File: src/rtl/conv_column_scheduler.sv
// Streams one frame of input columns from column memory into the conv layer,
// waiting out the kernel-load window first and counting pooled outputs until done.
module conv_column_scheduler #(
   parameter int DATA_WIDTH           = 16,
   parameter int INPUT_COL_SIZE       = 12,
   parameter int INPUT_CHANNEL_NUMBER = 4,
   parameter int NUM_COLS             = 12,
   parameter int KERNEL_SIZE          = 3
) (
   input  logic                                                               clk,
   input  logic                                                               rst,
   input  logic                                                               start,
   input  logic                                                               pause,
   output logic                                                               mem_rd_en,
   output logic [$clog2(NUM_COLS)-1:0]                                        mem_rd_addr,
   input  logic [INPUT_CHANNEL_NUMBER-1:0][INPUT_COL_SIZE-1:0][DATA_WIDTH-1:0] mem_rd_data,
   output logic [INPUT_CHANNEL_NUMBER-1:0][INPUT_COL_SIZE-1:0][DATA_WIDTH-1:0] conv_columns,
   output logic                                                               conv_valid_in,
   input  logic                                                               conv_valid_out,
   output logic                                                               busy,
   output logic                                                               done,
   output logic [$clog2(NUM_COLS):0]                                          out_count
);
   localparam int ADDR_W = $clog2(NUM_COLS);
   localparam int CNT_W  = ADDR_W + 1;
   localparam int WAIT_W = $clog2(KERNEL_SIZE + 1) + 1;
   localparam logic [CNT_W-1:0]  EXP       = CNT_W'((NUM_COLS - KERNEL_SIZE + 1) / 2);
   localparam logic [ADDR_W-1:0] LAST_COL  = ADDR_W'(NUM_COLS - 1);
   localparam logic [WAIT_W-1:0] WAIT_LAST = WAIT_W'(KERNEL_SIZE);

   typedef enum logic [2:0] {WAIT_LOAD, IDLE, ISSUE, DRAIN, DONE} state_t;

   state_t              state_q, state_d;
   logic [WAIT_W-1:0]   wait_cnt_q, wait_cnt_d;
   logic [ADDR_W-1:0]   col_cnt_q, col_cnt_d;
   logic [CNT_W-1:0]    out_count_q, out_count_d;
   logic                start_lat_q, start_lat_d;
   logic                mem_rd_en_q, mem_rd_en_d;
   logic [ADDR_W-1:0]   mem_rd_addr_q, mem_rd_addr_d;
   logic                conv_valid_in_q, conv_valid_in_d;
   logic                busy_q, busy_d;
   logic                done_q, done_d;

   always_comb begin
      state_d         = state_q;
      wait_cnt_d      = wait_cnt_q;
      col_cnt_d       = col_cnt_q;
      out_count_d     = out_count_q;
      start_lat_d     = start_lat_q;
      mem_rd_en_d     = 1'b0;
      mem_rd_addr_d   = mem_rd_addr_q;
      conv_valid_in_d = mem_rd_en_q;
      busy_d          = busy_q;
      done_d          = 1'b0;

      // Pooled outputs only count inside a frame and never run past the expected total.
      if (busy_q && conv_valid_out && (out_count_q < EXP)) begin
         out_count_d = out_count_q + CNT_W'(1);
      end

      case (state_q)
         WAIT_LOAD: begin
            if (start) begin
               start_lat_d = 1'b1;
            end
            if (wait_cnt_q == WAIT_LAST) begin
               state_d = IDLE;
            end else begin
               wait_cnt_d = wait_cnt_q + WAIT_W'(1);
            end
         end
         IDLE: begin
            if (start || start_lat_q) begin
               start_lat_d = 1'b0;
               col_cnt_d   = '0;
               out_count_d = '0;
               busy_d      = 1'b1;
               state_d     = ISSUE;
            end
         end
         ISSUE: begin
            if (!pause) begin
               mem_rd_en_d   = 1'b1;
               mem_rd_addr_d = col_cnt_q;
               if (col_cnt_q == LAST_COL) begin
                  state_d = DRAIN;
               end else begin
                  col_cnt_d = col_cnt_q + ADDR_W'(1);
               end
            end
         end
         DRAIN: begin
            // Looking at the next count lets done follow the final pulse by one cycle.
            if (out_count_d == EXP) begin
               done_d  = 1'b1;
               busy_d  = 1'b0;
               state_d = DONE;
            end
         end
         DONE: begin
            out_count_d = '0;
            state_d     = IDLE;
         end
         default: state_d = WAIT_LOAD;
      endcase
   end

   always_ff @(posedge clk or negedge rst) begin
      if (!rst) begin
         state_q         <= WAIT_LOAD;
         wait_cnt_q      <= '0;
         col_cnt_q       <= '0;
         out_count_q     <= '0;
         start_lat_q     <= 1'b0;
         mem_rd_en_q     <= 1'b0;
         mem_rd_addr_q   <= '0;
         conv_valid_in_q <= 1'b0;
         busy_q          <= 1'b0;
         done_q          <= 1'b0;
      end else begin
         state_q         <= state_d;
         wait_cnt_q      <= wait_cnt_d;
         col_cnt_q       <= col_cnt_d;
         out_count_q     <= out_count_d;
         start_lat_q     <= start_lat_d;
         mem_rd_en_q     <= mem_rd_en_d;
         mem_rd_addr_q   <= mem_rd_addr_d;
         conv_valid_in_q <= conv_valid_in_d;
         busy_q          <= busy_d;
         done_q          <= done_d;
      end
   end

   assign mem_rd_en     = mem_rd_en_q;
   assign mem_rd_addr   = mem_rd_addr_q;
   assign conv_valid_in = conv_valid_in_q;
   assign busy          = busy_q;
   assign done          = done_q;
   assign out_count     = out_count_q;
   assign conv_columns  = mem_rd_data;

endmodule

File: config.mk
export PLATFORM = sky130hd
export DESIGN_NAME = conv_column_scheduler
export DESIGN_NICKNAME = d
export VERILOG_FILES = /design/src/rtl/conv_column_scheduler.sv
export SDC_FILE = /design/constraint.sdc
export NUM_CORES = 1
export LEC_CHECK = 0
export ABC_AREA = 1
export BUFFER_PORTS_ARGS = -buffer_cell sky130_fd_sc_hd__buf_2
export CORE_AREA = 2 2 600 602
export CTS_BUF_LIST = sky130_fd_sc_hd__clkbuf_4
export DETAILED_ROUTE_END_ITERATION = 10
export DIE_AREA = 0 0 602 604
export SYNTH_ARGS = -nofsm -noshare
export SYNTH_HDL_FRONTEND = slang
export SYNTH_SLANG_ARGS = --single-unit
File: constraint.sdc
create_clock -name clk -period 1.3 [get_ports clk]
set_input_delay 0.065 -clock clk [delete_from_list [all_inputs] [get_ports clk]]
set_output_delay 0.065 -clock clk [all_outputs]
set_load 0.005 [all_outputs]
==> impl_summary.md, run 1 <==
Logic synthesis
The sequential element share of the synthesized area is 8.66%. In this run the mean area of a mapped cell was 7.65 µm². For this run, the number of Yosys warnings is 0. The leading area contributor after synthesis is buf_4.

Summing the areas of all compound-gate instances in the mapped netlist gives approximately 1.1% of the synthesized area. The fraction of the mapped netlist area in adder cells is 0.722%. Synthesis produced a netlist with a net count of about 1700. Synthesis produced 906 cells. The area of the mapped netlist is 6940 µm². After synthesis, the largest family of logic cells by area is buffers and inverters.

The post-synthesis share of cell area spent on and, or, nand and nor gates is between 4 and 5%. After synthesis, the share of cell area in mux cells is 0%. The synthesized netlist devotes less than 1% of its cell area to XOR and XNOR gates.

The area fraction of the dominant cell type after synthesis is 83.1%. Synthesis instantiated 22 different standard cells from the library. Yosys attributes the largest share of cell area to buf_4 (83%), dfrtp_1 (8.7%), nand2_1 (1.9%). The flip-flop and latch count after synthesis is 24.

Setup path
The start-to-end type of the worst setup path is flop to flop. STA classifies the critical path endpoint as a flop. STA puts the critical path data arrival time at approximately 1.6 ns. The path depth of the worst reg2reg path is 8. The maximum fanout encountered on the critical timing path is 4. The worst endpoint required time is 1.52 ns.

The worst setup path is launched from a flop.

Place
During placement, the flow inserted port buffers numbering 17. Timing analysis after detailed placement gives a worst setup slack of -0.170 ns. The placed instance count is 4959.

Summed over all nets, the half-perimeter wirelength after detailed placement is 279000 µm. At the end of routability-driven placement, the weighted congestion stood at 0.663. Once placement finished, the instance area stood at between 7000 and 8000 µm².

Die
The die outline width is 602 µm. The die covers roughly 360000 µm². Row generation in the floorplan step produced 220 rows.

The die height is slightly above 600 µm. The core area is 358000 µm². The initial standard-cell utilization of the core is around 1.9%. Pin placement for this block handled 1554 I/O pins.

Power
The design draws around 4600 µW. The static power due to leakage is a little under 0.001 µW. The power density relative to cell area is just under 600 nW/µm². The worst-case IR drop observed on VDD is 0.000495 V.

Global route
The via count of the first global-routing pass is 3003. Global routing consumed, on the met1 layer, 2.85% of the routing resources. The sum of overflow across all layers after global routing is 0. For this run, global-route usage on met2 was measured as 23.9%. The routing layer with the top usage in global route is met3. Global routing used 15.4% of the available tracks across all layers.

The number of antenna violations at the first check in global routing came to 2. The wire length of the first global-routing pass is 299000 µm. The pin count of the biggest net entering global routing is 25. The met3 track utilization from global routing is 32.2%.

Cells and area
Of the cells placed in the final design, the portion with a size suffix greater than 1 is 63.5%. In the layout the commonest cells are buf_4 (42), dfrtp_1 (20), nand2_2 (18). In the final design database the tool counted around 980 nets. The final non-filler cell total is 4977. The filler cells instantiated in the layout total 42700.

The design area is 7850 µm². Compared with the post-synthesis result, the final layout area differs by 13.1%. The library cell used most frequently in the layout, excluding fill and tap cells, is buf_4.

CTS
The buffer levels on the longest clock path is 2. TritonCTS created 3 clock buffers. The CTS tree is built. After clock tree synthesis, the clock-pin slew on the worst setup and hold paths is 0.14 ns. The tree built by TritonCTS fans out to 24 sinks. The clock insertion delay at the later pin of the skew report is 0.34 ns. The number of H-tree branching levels is 1. The root buffer selected by CTS is clkbuf_4.

Routing
The detailed router placed 3480 vias in this run. For this run, the detailed router's first-pass iteration total came to 6. After detailed routing, the average wire length per cell comes to ~58 µm. The post-detailed-route via-to-cell ratio is 0.699. The number of DRC markers in iteration 0 is 350. The detail route stage leaves a number of antenna-violating nets equal to 0. The final layout contains routed wiring with a total length of between 200000 and 300000 µm. The remaining routing DRC violations is 0.

STA
The final critical path time including I/O delays and setup is 1.42 ns. Setup violations remaining at the end of the flow were counted as 13. The final count of hold timing violations came to 0. The final critical path takes up 109% of the cycle. The post-layout worst setup margin is -0.119 ns. The final worst clock skew is 0.0197 ns. Derived from the worst setup path, the maximum achievable clock frequency is around 700 MHz. Setup repair after global routing could not meet its margin everywhere. Headroom to the max-slew limit came out at 62.0%.

The count of pins over their slew limit is 0. For the pin with the worst max-slew slack, the measured transition is between 0.5 and 0.6 ns.

Status
The run finished, with violations left. The checks that failed: setup timing.

Min path
The number of instances on the worst hold path is 3. The kind of path behind the tightest hold check is primary input to flop.

Run
Max-cap violations in this run came to 0.
==> path summary, 6_finish.rpt <==
check | from | endpoint | slack, ns
max | out_count[1] | out_count[2] | -0.12
min in group asynchronous | rst | state_q[0] | 0.23
min reg2reg | mem_rd_en | conv_valid_in | 0.45
max in group asynchronous | rst | state_q[2] | 0.64
max reg2reg | out_count[1] | out_count[2] | -0.12
min | start | start_lat_q | 0.07
==> layer usage <==
layer	wire, µm	vias to the layer above	part of all wire [%]
li1	-	564	-
met3	128000	338	44
met2	127000	1552	44
met1	19400	1008	6.7
met5	789	-	0.27
met4	14200	18	4.9
==> registers in the layout, summed over array words and instances, names as in the netlist <==
signal	count
col_cnt_q	4
mem_rd_en	1
wait_cnt_q	3
done	1
busy	1
mem_rd_addr	4
out_count	5
start_lat_q	1
conv_valid_in	1
state_q	3
==> cell families after synthesis <==
group,after synthesis
compound gates,14
xor+xnor,3
fa+ha+maj,4
buf+inv,791
flops,24
simple gates,70
==> power breakdown <==
group          switching [µW]  internal, µW  leakage (µW)  total (µW)
clock                     257           312     0.0000279         569
sequential                205           974      0.000312        1180
combinational            1570          1250      0.000629        2820
total                    2030          2540      0.000969        4570
==> cells in the mapped netlist, drive strengths merged <==
library cell  number
buf              769
nand2             38
dfrtp             24
inv               22
nor2              15
nand3             11
o21ai              9
nor3               5
a21oi              4
ha                 4
xor2               3
nor4               1
o31ai              1
==> through the flow <==
step	setup TNS (ns)	util, %	hold slack (ns)
after floorplan	-0.237	-	-0.231
after global placement	-0.818	2.09	0.0838
after detailed placement	-0.841	2.09	0.0964
after CTS	-0.798	2.15	0.0706
after global routing	-2.18	2.19	0.114
final	-0.967	2.19	0.0700
==> layout make-up <==
cell class,instances,area [µm²],area share [%]
well taps,4773,5970,76.1
multi-input cells,91,664,8.47
flip-flops and latches,24,606,7.72
repair buffers,62,458,5.84
inverters,22,90.1,1.15
clock inverters,1,30.0,0.383
clock buffers,3,22.5,0.287
diodes,1,2.50,0.0319
==> critical path, cell delays in order (launching register included) <==
cell     delay [ns]
dfrtp_2        0.47
o21ai_2        0.20
buf_4          0.16
nand3_2        0.06
nand2_1        0.10
buf_4          0.12
buf_4          0.09
buf_4          0.09
nor2_1         0.03
==> repair_timing <==
action / CTS / global route
buffers inserted: 6 / 8
setup endpoints to repair: 21 / 23
pin swaps: 13 / 13
hold buffers: 2 / 0
endpoints found under the hold margin: 25 / 0
gates resized for setup: 29 / 39
cloned: 0 / 0
Power figures use the tool's default switching activity.
==> inputs of run 2 (changes only) <==
- CTS_BUF_LIST: sky130_fd_sc_hd__clkbuf_4 -> default
==> impl_summary.md, run 2 (synthesis results as in run 1) <==
Global route
The via count of the first global-routing pass is about 3000. The sum of overflow across all layers after global routing is 0. The number of antenna violations at the first check in global routing was 2. The pin count of the biggest net entering global routing is 25. The global routing usage summed across all routing layers is 15.4%. The first global-routing pass estimated 299000 µm of wire.

Cells and area
The commonest non-fill, non-tap cell in the layout is buf_4. The final net count is 981. The area growth from synthesis to layout is 13.7%. In the layout the commonest cells are buf_4 (41), dfrtp_1 (20), nand2_1 (19).

The share of layout cells above drive strength 1 is 63.1%. The number of flip-flops under the largest register name is 5.

Die
The initial standard-cell utilization of the core is between 1.5 and 2%. The die outline width is 602 µm. The overall die area is 364000 µm².

The floorplan step set the die height to 604 µm. 1554 I/O pins were placed. The placement row count is 220.

The core area is 358000 µm².

Routing
The post-detailed-route via-to-cell ratio is 0.705. In the routed design, unresolved DRC markers number 0. Once detail routing completed, the nets flagged for antenna violations numbered 0. Detailed routing inserted a total of ~3500 vias. The total routed wirelength is between 200000 and 300000 µm. The routed length per placed instance is 58.2 µm. The number of iterations in the first detailed-routing pass is 4.

For this block, the initial DRC count from the detailed router was ~400.

Power
The static power due to leakage is 0.000993 µW. The maximum vdd drop is 0.000611 V. The power density relative to cell area is 617 nW/µm². The total power of the final layout is about 5000 µW.

Status
The flow ran to the end, but the final reports show violations. The final reports fail on setup timing.

STA
Based on the critical path, the design can be clocked at up to 682 MHz. After layout, the minimum clock period comes to 1.47 ns. The worst path uses 113% of the clock period. The final count of hold timing violations is 0. Across the routed clock network, the largest skew measured is 0.00540 ns. Setup violations remaining at the end of the flow were counted as 12. The post-layout worst setup margin is -0.166 ns. Measured against its own limit, the worst slew margin works out to 62.5%. Setup repair after global routing could not meet its margin everywhere. The final worst hold slack is 0.130 ns. The transition time of the tightest slew-check pin is 0.562 ns.

The count of pins over their slew limit is 0.

Setup path
The start-to-end type of the worst setup path is flop to flop. Of all nets on the critical path, the largest fanout is 4. The kind of start point of the critical path is a flop.

For the worst setup path, the data arrival time is 1.62 ns. The kind of end point of the critical path is a flop. The worst endpoint required time is 1.46 ns.

Min path
The kind of path behind the tightest hold check is primary input to output port.

CTS
The number of sinks on the clock net is 24. After clock tree synthesis, the clock-pin slew on the worst setup and hold paths is 0.06 ns. In this run the number of H-tree levels came out at 1.

Counting along the longest clock path gives a buffer depth of 2. TritonCTS built the clock tree. The number of clock buffers added by TritonCTS is 3.

The clock insertion delay at the later pin of the skew report is 0.27 ns. The tree is rooted in a clkbuf_16.

Place
Detailed placement ended at an HPWL of between 200000 and 300000 µm. The global placer's final weighted congestion is 0.663. The total of buffers placed on input and output ports is 17.

Run
The reported max-cap violation count is 0.
-- run 2: power breakdown --
part,internal (µW),switching [µW]
logic,1240,1550
clock network,613,283
registers,977,205
total,2830,2040
-- run 2: final timing paths --
check                      slack [ns]           endpoint  cells past startpoint             start
max reg2reg                     -0.17               done                      9      out_count[1]
min in group asynchronous        0.33       out_count[4]                      2               rst
min reg2reg                      0.42      conv_valid_in                      0         mem_rd_en
max                             -0.17               done                      9      out_count[1]
max in group asynchronous        0.57         state_q[1]                      2               rst
min                              0.13  conv_columns[159]                      0  mem_rd_data[159]
-- run 2: repair_timing --
item | CTS | global route
pin swaps | 12 | 12
setup endpoints to repair | 18 | 20
hold buffers | 1 | 0
gates resized for setup | 26 | 36
setup buffers | 8 | 7
hold endpoints to repair | 24 | 0
-- run 2: critical path: stages (launching register included) --
cell and delay, ns:
dfrtp_2 0.45, o21ai_2 0.20, buf_4 0.16, nand3_2 0.10
nand2_2 0.08, nor2_2 0.04, nand2_2 0.09, buf_4 0.11
buf_6 0.09, nor2_2 0.03
-- run 2: cell type report --
cell class | instances | area [µm²]
fillers | 42700 | 350000
well taps | 4773 | 5970
multi-input cells | 91 | 664
flip-flops and latches | 24 | 606
repair buffers | 62 | 443
inverters | 22 | 90.1
clock buffers | 3 | 75.1
clock inverters | 1 | 30.0
diodes | 1 | 2.50
-- run 2: stage by stage --
stage,setup TNS (ns),utilization [%],std cells,setup slack (ns),instance area [µm²]
after floorplan,-0.237,-,906,-0.0488,6960
after global placement,-0.818,2.09,4959,-0.199,7480
after detailed placement,-0.841,2.09,4959,-0.170,7480
after CTS,-0.865,2.17,4971,-0.140,7750
after global routing,-2.21,2.20,4977,-0.248,7880
final,-1.04,2.20,4977,-0.166,7880
-- run 2: per-layer routing --
layer	wire, µm	global-route usage, %	vias to the layer above
li1	-	-	565
met1	17900	2.61	950
met2	128000	24.0	1621
met3	129000	32.6	352
met4	13700	6.16	20
met5	859	1.73	-
